==> config.mk <==
export PLATFORM = sky130hd
export DESIGN_NAME = uart_rx
export DESIGN_NICKNAME = d
export VERILOG_FILES = /design/src/rtl/uart_rx.sv
export SDC_FILE = /design/constraint.sdc
export NUM_CORES = 1
export LEC_CHECK = 0
export CAP_MARGIN = 20
export CORE_MARGIN = 2
export CORE_UTILIZATION = 45
export DETAILED_ROUTE_END_ITERATION = 10
export PLACE_DENSITY = 0.7
export SYNTH_ARGS = -nofsm -noshare
export SYNTH_HDL_FRONTEND = slang
export SYNTH_SLANG_ARGS = --single-unit
==> constraint.sdc <==
create_clock -name i_Clock -period 4.3 [get_ports i_Clock]
set_clock_uncertainty 0.2 [all_clocks]
set_input_delay 0.43 -clock i_Clock [delete_from_list [all_inputs] [get_ports i_Clock]]
set_output_delay 0.43 -clock i_Clock [all_outputs]
set_load 0.005 [all_outputs]
==> src/rtl/uart_rx.sv <==
// ----------------------------------------------------------------------------
// uart_rx
//
// 8N1 UART receiver, LSB first. Companion to uart_tx; both ends share the
// same CLKS_PER_BIT so the baud rates match.
//
// The serial line is double-flopped into r_Rx, which is the only line sample
// the state machine ever looks at. A falling edge on an idle line is confirmed
// as a start bit at its mid-point. Each data bit and the stop bit are then
// sampled one full bit period apart, which lands every sample on a bit centre.
//
// Parameters:
//   CLKS_PER_BIT   i_Clock cycles per bit period (4..16383, 14-bit counter)
//
// Ports:
//   i_Clock         system clock, rising edge
//   i_Reset         asynchronous, active-high reset
//   i_Rx_Serial     asynchronous serial input, idle high
//   o_Rx_DV         one-cycle strobe: o_Rx_Byte holds a newly received byte
//   o_Rx_Byte       last correctly framed byte, held until the next one
//   o_Rx_Active     high while a frame is being received
//   o_Rx_Frame_Err  one-cycle strobe: stop bit was sampled low
//
// State table:
//   IDLE    | line idle, waiting for a low sample
//   START   | counting to the middle of the start bit to confirm it
//   DATA    | sampling the 8 data bits at their centres
//   STOP    | sampling the stop bit, emitting the byte or a framing error
//   CLEANUP | waiting for the line to return high before re-arming
// ----------------------------------------------------------------------------
module uart_rx #(
  parameter int CLKS_PER_BIT = 4
) (
  input  logic       i_Clock,
  input  logic       i_Reset,
  input  logic       i_Rx_Serial,
  output logic       o_Rx_DV,
  output logic [7:0] o_Rx_Byte,
  output logic       o_Rx_Active,
  output logic       o_Rx_Frame_Err
);

  // The start check happens at H = CLKS_PER_BIT/2 - 1 rather than
  // CLKS_PER_BIT/2: the IDLE->START hop costs one cycle, so this puts the
  // start sample (and every later one) half a bit after its leading edge.
  localparam logic [13:0] HALF_COUNT = 14'(CLKS_PER_BIT / 2 - 1);
  localparam logic [13:0] LAST_COUNT = 14'(CLKS_PER_BIT - 1);

  typedef enum logic [2:0] {
    IDLE,
    START,
    DATA,
    STOP,
    CLEANUP
  } state_t;

  state_t      r_State;
  state_t      w_State_Next;

  logic        r_Rx_Meta;
  logic        r_Rx;

  logic [13:0] r_Clock_Count;
  logic [13:0] w_Clock_Count_Next;
  logic [2:0]  r_Bit_Index;
  logic [2:0]  w_Bit_Index_Next;
  logic [7:0]  r_Rx_Shift;
  logic [7:0]  w_Rx_Shift_Next;

  logic [7:0]  w_Rx_Byte_Next;
  logic        w_Rx_DV_Next;
  logic        w_Rx_Active_Next;
  logic        w_Rx_Frame_Err_Next;

  // Two-flop synchroniser, reset to the idle (high) line level so that reset
  // release on an idle line never looks like a start bit.
  always_ff @(posedge i_Clock or posedge i_Reset) begin
    if (i_Reset) begin
      r_Rx_Meta <= 1'b1;
      r_Rx      <= 1'b1;
    end else begin
      r_Rx_Meta <= i_Rx_Serial;
      r_Rx      <= r_Rx_Meta;
    end
  end

  always_ff @(posedge i_Clock or posedge i_Reset) begin
    if (i_Reset) begin
      r_State        <= IDLE;
      r_Clock_Count  <= '0;
      r_Bit_Index    <= '0;
      r_Rx_Shift     <= '0;
      o_Rx_Byte      <= '0;
      o_Rx_DV        <= 1'b0;
      o_Rx_Active    <= 1'b0;
      o_Rx_Frame_Err <= 1'b0;
    end else begin
      r_State        <= w_State_Next;
      r_Clock_Count  <= w_Clock_Count_Next;
      r_Bit_Index    <= w_Bit_Index_Next;
      r_Rx_Shift     <= w_Rx_Shift_Next;
      o_Rx_Byte      <= w_Rx_Byte_Next;
      o_Rx_DV        <= w_Rx_DV_Next;
      o_Rx_Active    <= w_Rx_Active_Next;
      o_Rx_Frame_Err <= w_Rx_Frame_Err_Next;
    end
  end

  always_comb begin
    w_State_Next        = r_State;
    w_Clock_Count_Next  = r_Clock_Count;
    w_Bit_Index_Next    = r_Bit_Index;
    w_Rx_Shift_Next     = r_Rx_Shift;
    w_Rx_Byte_Next      = o_Rx_Byte;
    w_Rx_DV_Next        = 1'b0;
    w_Rx_Active_Next    = o_Rx_Active;
    w_Rx_Frame_Err_Next = 1'b0;

    case (r_State)
      IDLE: begin
        w_Clock_Count_Next = '0;
        w_Bit_Index_Next   = '0;
        w_Rx_Active_Next   = 1'b0;
        if (!r_Rx) begin
          w_State_Next     = START;
          w_Rx_Active_Next = 1'b1;
        end
      end

      START: begin
        if (r_Clock_Count == HALF_COUNT) begin
          w_Clock_Count_Next = '0;
          if (!r_Rx) begin
            w_State_Next = DATA;
          end else begin
            // Line came back high before mid-bit: a glitch, not a frame.
            w_State_Next     = IDLE;
            w_Rx_Active_Next = 1'b0;
          end
        end else begin
          w_Clock_Count_Next = r_Clock_Count + 14'd1;
        end
      end

      DATA: begin
        if (r_Clock_Count == LAST_COUNT) begin
          w_Clock_Count_Next           = '0;
          w_Rx_Shift_Next[r_Bit_Index] = r_Rx;
          if (r_Bit_Index < 3'd7) begin
            w_Bit_Index_Next = r_Bit_Index + 3'd1;
          end else begin
            w_Bit_Index_Next = '0;
            w_State_Next     = STOP;
          end
        end else begin
          w_Clock_Count_Next = r_Clock_Count + 14'd1;
        end
      end

      STOP: begin
        if (r_Clock_Count == LAST_COUNT) begin
          w_Clock_Count_Next = '0;
          w_State_Next       = CLEANUP;
          if (r_Rx) begin
            w_Rx_Byte_Next = r_Rx_Shift;
            w_Rx_DV_Next   = 1'b1;
          end else begin
            w_Rx_Frame_Err_Next = 1'b1;
          end
        end else begin
          w_Clock_Count_Next = r_Clock_Count + 14'd1;
        end
      end

      CLEANUP: begin
        // A break or stuck-low line must not be re-read as a new start bit,
        // so re-arm only once the line has been seen high again.
        if (r_Rx) begin
          w_State_Next     = IDLE;
          w_Rx_Active_Next = 1'b0;
        end
      end

      default: begin
        w_State_Next       = IDLE;
        w_Clock_Count_Next = '0;
        w_Bit_Index_Next   = '0;
        w_Rx_Active_Next   = 1'b0;
      end
    endcase
  end

endmodule

==> results of run 1 <==
-- cell type report --
cell class              instances  area, µm²
clock inverters                 2       35.0
clock buffers                   6       72.6
multi-input cells             140       1000
fillers                       385       2040
repair buffers                 15        145
flip-flops and latches         41       1030
inverters                       5       18.8
well taps                      52       65.1
-- through the flow --
| step | setup WS, ns | utilization [%] | total power [µW] | hold WS (ns) |
|---|---|---|---|---|
| 2_1_floorplan | 2.25 | - | 885 | 0.145 |
| 3_3_place_gp | 1.82 | 51.2 | 978 | 0.146 |
| 3_5_place_dp | 1.78 | 51.2 | 990 | 0.148 |
| 4_1_cts | 1.76 | 53.7 | 1290 | 0.159 |
| 5_1_grt | 1.58 | 53.7 | 1380 | 0.162 |
| 6_report | 1.75 | 53.7 | 1280 | 0.159 |
-- worst register-to-register path: stages (launching register included) --
cell     delay (ns)
dfrtp_1        0.45
nor4_2         0.47
nand4_2        0.50
nor4_1         0.44
mux2_2         0.38
-- cell usage after synthesis, types with 3 or more instances --
master	n
inv_1	5
nand3_1	6
a21oi_1	6
o21ai_0	11
nor2_1	13
xnor2_1	6
mux2_1	4
mux2i_1	3
dfrtp_1	39
nor2b_1	5
clkbuf_1	5
nor3_1	3
nand2b_1	4
nor3b_1	3
ha_1	3
nor4_1	6
mux2_2	13
nor3_2	6
nor4_2	3
nand2_1	15
-- metal layers --
layer  up-vias  share of wire (%)
li1        728                  -
met1       692                 52
met2        34                 44
met3         4                3.3
met4         0                1.4
met5         -                  0
-- path summary, 6_finish.rpt --
path,start,end,slack [ns],cells past startpoint
setup / recovery,r_Clock_Count[2],r_Rx_Shift[7],1.75,4
hold / removal,r_Rx_Meta,r_Rx,0.16,0
setup reg to reg,r_Clock_Count[2],r_Rx_Shift[7],1.75,4
hold reg to reg,r_Rx_Meta,r_Rx,0.16,0
max in group asynchronous,i_Reset,r_Rx,3.18,3
min in group asynchronous,i_Reset,r_Rx_Shift[6],0.37,3
-- registers in the layout (all words and copies together), names as in the netlist --
register        cells
r_Clock_Count      14
o_Rx_Byte           8
r_Rx_Shift          8
r_Bit_Index         3
r_State             3
o_Rx_Active         1
o_Rx_DV             1
o_Rx_Frame_Err      1
r_Rx                1
r_Rx_Meta           1
-- kinds of logic (layout without fill, tap and decap cells) --
logic type               Yosys count  after routing
XOR/XNOR                           8              8
adder cells (fa/ha/maj)            3              3
buffers and inverters             13             28
AO/OA/AOI/OAI                     28             28
AND/OR/NAND/NOR                   81             81
flip-flops                        41             41
multiplexers                      20             20
-- cells in the final DEF (no fill, tap or decap), drive strengths merged, types with 5 or more instances in the layout --
cell type and count:
nor4 9, nor2b 5, nand3 8, a21oi 6, nor2 14, o21ai 12, mux2 17, nand2 15
inv 5, dfrtp 39, clkdlybuf4s50 13, xnor2 6, nor3 9, clkbuf 6
-- power by group through the flow --
stage / Clock (µW) / Combinational (µW) / Sequential (µW)
finish: 299 / 424 / 557
global route: 327 / 479 / 573
CTS: 308 / 428 / 557
detailed placement: 0 / 424 / 565
global placement: 0 / 415 / 563
floorplan: 0 / 363 / 522
==> run_results.csv, run 1 <==
group,metric,value,unit
logic_synthesis,synth_xor_area_share,3.35,%
global_routing,gr-usage-met2,24.2,%
flow_run,drv_cap,0,
die,rows,24,
logic_synthesis,ys_async_sr_fraction,100,%
critical_path,crit_family,"simple AND/OR/NAND/NOR gates",
timing,drv_slew,0,
logic_synthesis,synth_edf_count,0,
logic_synthesis,yosys.area.top_type,"dfrtp_1",
critical_path,arrival,2.52,ns
placed_design,place_area,2260,µm²
die,die_area,5210,µm²
finish,stdcell_area,2370,µm²
timing,tightest_slew,0.601,ns
timing,fmax,0.393,GHz
placed_design,place.port_buffers,13,
logic_synthesis,ys_types,47,
logic_synthesis,postSynthRegisterBits,41,
routing,detail_route.wl_per_cell,14.2,µm
critical_path,critPathSlowestCell,"nand4_2",
die,die_x,72.2,µm
logic_synthesis,synth_fp_nets,200,
routing,via_per_inst,5.59,
logic_synthesis,synth_mux_area_share,10.6,%
routing,finalWirelength,3710,µm
global_routing,grt.overflow.total,0,
logic_synthesis,synth_area,2090,µm²
timing,fin_crit,2.55,ns
critical_path,path_max_fanout,14,
critical_path,critPathKind,"reg -> reg",
logic_synthesis,yosysSeqAreaShare,49.2,%
clock_tree,clk_latency,0.29,ns
die,die_h,72.2,µm
logic_synthesis,synth_compound_area_share,8.07,%
die,ioPinCount,14,
finish,area_delta_synth_final,13.3,%
global_routing,grt_pass1_vias,1385,
finish,nNetsFinal,214,
timing,finalHoldViolCount,0,
placed_design,dp_hpwl,2550,µm
global_routing,met3_usage,4.17,%
power,p_leak,0.000988,µW
clock_tree,clock-sinks,41,
power,power_density,540,nW/µm²
timing,fin_tns_setup,0,ns
routing,drt_iter0_markers,110,
critical_path,crit_required,4.27,ns
logic_synthesis,netlist_instances,194,
timing,slew_headroom,59.7,%
logic_synthesis,yosys.area.top_type_share,46.7,%
finish,n_antenna_cell,0,
logic_synthesis,yosys_warnings,0,
placed_design,dp_cells,253,
logic_synthesis,synth_top_family_by_area,"simple AND/OR/NAND/NOR gates",
clock_tree,clock_path_buffers,2,
routing,vias,1458,
global_routing,grt_pass1_wl,6550,µm
clock_tree,cts_setup_buffers,0,
routing,drc,0,
outcome,outcome,"finished, final reports clean",
power,pwr-share-comb,33.1,%
placed_design,gp_congestion,0.800,
logic_synthesis,synthTopCellsByArea,"dfrtp_1 (47%), mux2_2 (7.0%), nor3_2 (2.9%)",
global_routing,grt_max_degree,42,
critical_path,critPathCaptureType,"flop",
global_routing,busiest_layer,"met2",
clock_tree,cts_tree,"built",
die,initial_core_util,47.4,%
logic_synthesis,synth-simple-area-share,24.2,%
logic_synthesis,ys.flop_type,"dfrtp_1",
clock_tree,cts_resized,0,
power,switchingPower,461,µW
global_routing,antenna_found_initial,0,
clock_tree,ctsHoldBuffers,0,
critical_path,crit_path_cell_trace,"nor4_2 > nand4_2 > nor4_1 > mux2_2",
die,core_area,4410,µm²
global_routing,use_met1,22.3,%
clock_tree,h-tree-depth,2,
hold_path,hold_class,"reg -> reg",
logic_synthesis,synthAdderAreaFrac,1.79,%
critical_path,path_buf_inv,0,
routing,ant_nets,0,
clock_tree,cts_root_buf,"clkbuf_8",
power,peakVddDrop,0.341,mV
power,switching_share,36.0,%
power,seq_power_share,43.5,%
timing,rsz0062_at_grt,"false",
clock_tree,clk_pin_slew,0.07,ns
global_routing,grtUsageTotal,16.1,%
finish,drive_gt1_share,19.1,%
routing,firstDrtPassIters,4,
timing,post-route-period-util,59.2,%
power,internal-power,819,µW
finish,finalNonFillerCells,261,
timing,setup_viol,0,
critical_path,slowest_delay,0.50,ns
power,pwr-share-clk,23.3,%
logic_synthesis,syn_area_per_cell,10.8,µm²
critical_path,startpoint_type,"flop",
clock_tree,cts-buffers-inserted,5,
(Power assumes the default switching activity.)
==> run 2: changes to the inputs <==
- clock period: 4.3 -> 2.4 ns (I/O delays scaled with it)
==> run 2 against run 1 <==
Against the previous run: register-to-register slack worse by 1.6 ns; combinational power is 100% higher; clock-buffer cell count is the same; global-route usage up 0.83 points; final area grew 3.4%; core utilization rose by 1.8 points; total power up 88%; die area stayed put.
==> run_results.csv, run 2 (same netlist as run 1, synthesis figures left out) <==
group,metric,value,unit
outcome,outcome,"finished, final reports clean",
routing,vias,1503,
finish,n_fill_cell,421,
clock_tree,cts_tree,"built",
timing,slew_headroom,66.7,%
routing,via_per_inst,5.57,
critical_path,critPathKind,"reg -> reg",
clock_tree,h-tree-depth,2,
routing,firstDrtPassIters,4,
timing,finalHoldViolCount,0,
placed_design,gp_congestion,0.773,
timing,drv_slew,0,
clock_tree,cts_setup_buffers,0,
timing,fmax,0.455,GHz
clock_tree,ctsHoldBuffers,0,
clock_tree,cts_root_buf,"clkbuf_8",
timing,fin_crit,2.20,ns
die,rows,24,
die,die_area,5210,µm²
finish,final_common_cell,"dfrtp_1",
finish,largest_reg_flops,14,
critical_path,arrival,2.18,ns
critical_path,crit_path_cell_trace,"nor4_2 > nand4_2 > buf_4 > nor4_1 > mux2_2",
power,power,2410,µW
die,core_area,4410,µm²
die,die_h,72.2,µm
global_routing,grtUsageTotal,16.9,%
global_routing,grt.overflow.total,0,
clock_tree,clock-sinks,41,
timing,tightest_slew,0.500,ns
finish,n_antenna_cell,0,
global_routing,antenna_found_initial,0,
finish,layout_common_cells,"dfrtp_1 (39), nand2_1 (15), nor2_1 (13), mux2_2 (13), clkdlybuf4s50_1 (13)",
routing,ant_nets,0,
critical_path,slowest_delay,0.44,ns
power,power_density,982,nW/µm²
placed_design,place.port_buffers,13,
global_routing,grt_pass1_vias,1464,
flow_run,drv_cap,0,
routing,detail_route.wl_per_cell,14.2,µm
clock_tree,clock_path_buffers,2,
critical_path,critPathSlowestCell,"dfrtp_1",
clock_tree,cts_resized,0,
critical_path,path_buf_inv,1,
placed_design,dp_hpwl,2750,µm
finish,largestRegisters,"r_Clock_Count x14, o_Rx_Byte x8, r_Rx_Shift x8",
critical_path,path_max_fanout,13,
placed_design,preCtsSetupSlack,0.200,ns
hold_path,hold_class,"in -> reg",
finish,area_delta_synth_final,17.1,%
die,die_x,72.2,µm
finish,regMostFlops,"r_Clock_Count",
critical_path,crit_family,"simple AND/OR/NAND/NOR gates",
clock_tree,clk_pin_slew,0.08,ns
routing,drt_iter0_markers,85,
global_routing,grt_max_degree,42,
power,peakVddDrop,0.459,mV
timing,setup_viol,0,
clock_tree,clk_latency,0.29,ns
routing,finalWirelength,3830,µm
timing,rsz0062_at_grt,"false",
die,initial_core_util,47.4,%
timing,post-route-period-util,91.6,%
timing,setup_ws,0.202,ns
die,ioPinCount,14,
critical_path,crit_required,2.39,ns
critical_path,critPathCaptureType,"flop",
clock_tree,cts-buffers-inserted,5,
critical_path,startpoint_type,"flop",
finish,drive_gt1_share,22.9,%
finish,nNetsFinal,223,
global_routing,grt_pass1_wl,6900,µm
timing,fin_tns_setup,0,ns
power,p_leak,0.00103,µW
routing,drc,0,
-- run 2: cell types whose count changed in the layout (fill, tap and decap cells not counted), sizes merged --
cell,delta
clkinvlp,+1
clkinv,-1
buf,+9
-- run 2: cell type report --
| type | instances | area (µm²) | area share, % |
|---|---|---|---|
| clock buffer | 6 | 82.6 | 3.37 |
| timing repair buffer | 24 | 213 | 8.68 |
| clock inverter | 2 | 37.5 | 1.53 |
| sequential | 41 | 1030 | 42.0 |
| tap | 52 | 65.1 | 2.66 |
| inverter | 5 | 18.8 | 0.766 |
| multi-input combinational | 140 | 1000 | 41.0 |
-- run 2: per-stage QoR --
stage               std cells  instance area (µm²)  hold WS [ns]  util [%]
floorplan                 194                 2090        0.0445         -
global placement          262                 2330         0.146      52.8
detailed placement        262                 2330         0.147      52.8
CTS                       270                 2450         0.137      55.5
global route              270                 2450         0.153      55.5
finish                    270                 2450         0.146      55.5
-- run 2: report_power, final --
part,internal [µW],leakage [µW],switching (µW)
sequential,825,0.000536,143
clock,338,0.0000574,239
combinational,389,0.000441,472
-- run 2: final timing paths --
| check | from | end | slack [ns] | cells after the start |
|---|---|---|---|---|
| setup / recovery | r_Clock_Count[3] | r_Rx_Shift[1] | 0.20 | 5 |
| hold / removal | i_Rx_Serial | r_Rx_Meta | 0.15 | 1 |
| setup reg to reg | r_Clock_Count[3] | r_Rx_Shift[1] | 0.20 | 5 |
| hold reg to reg | r_Rx_Meta | r_Rx | 0.16 | 0 |
| max in group asynchronous | i_Reset | r_Rx_Meta | 1.47 | 3 |
| min in group asynchronous | i_Reset | r_Rx_Shift[0] | 0.18 | 3 |
-- run 2: metal layers --
layer  GRT usage [%]  vias to the layer above  part of all wire, %
li1                -                      741                    -
met5               0                        -                    0
met1            24.5                      727                   50
met4            6.92                        0                  1.6
met3            3.75                        6                  3.8
met2            24.5                       29                   44
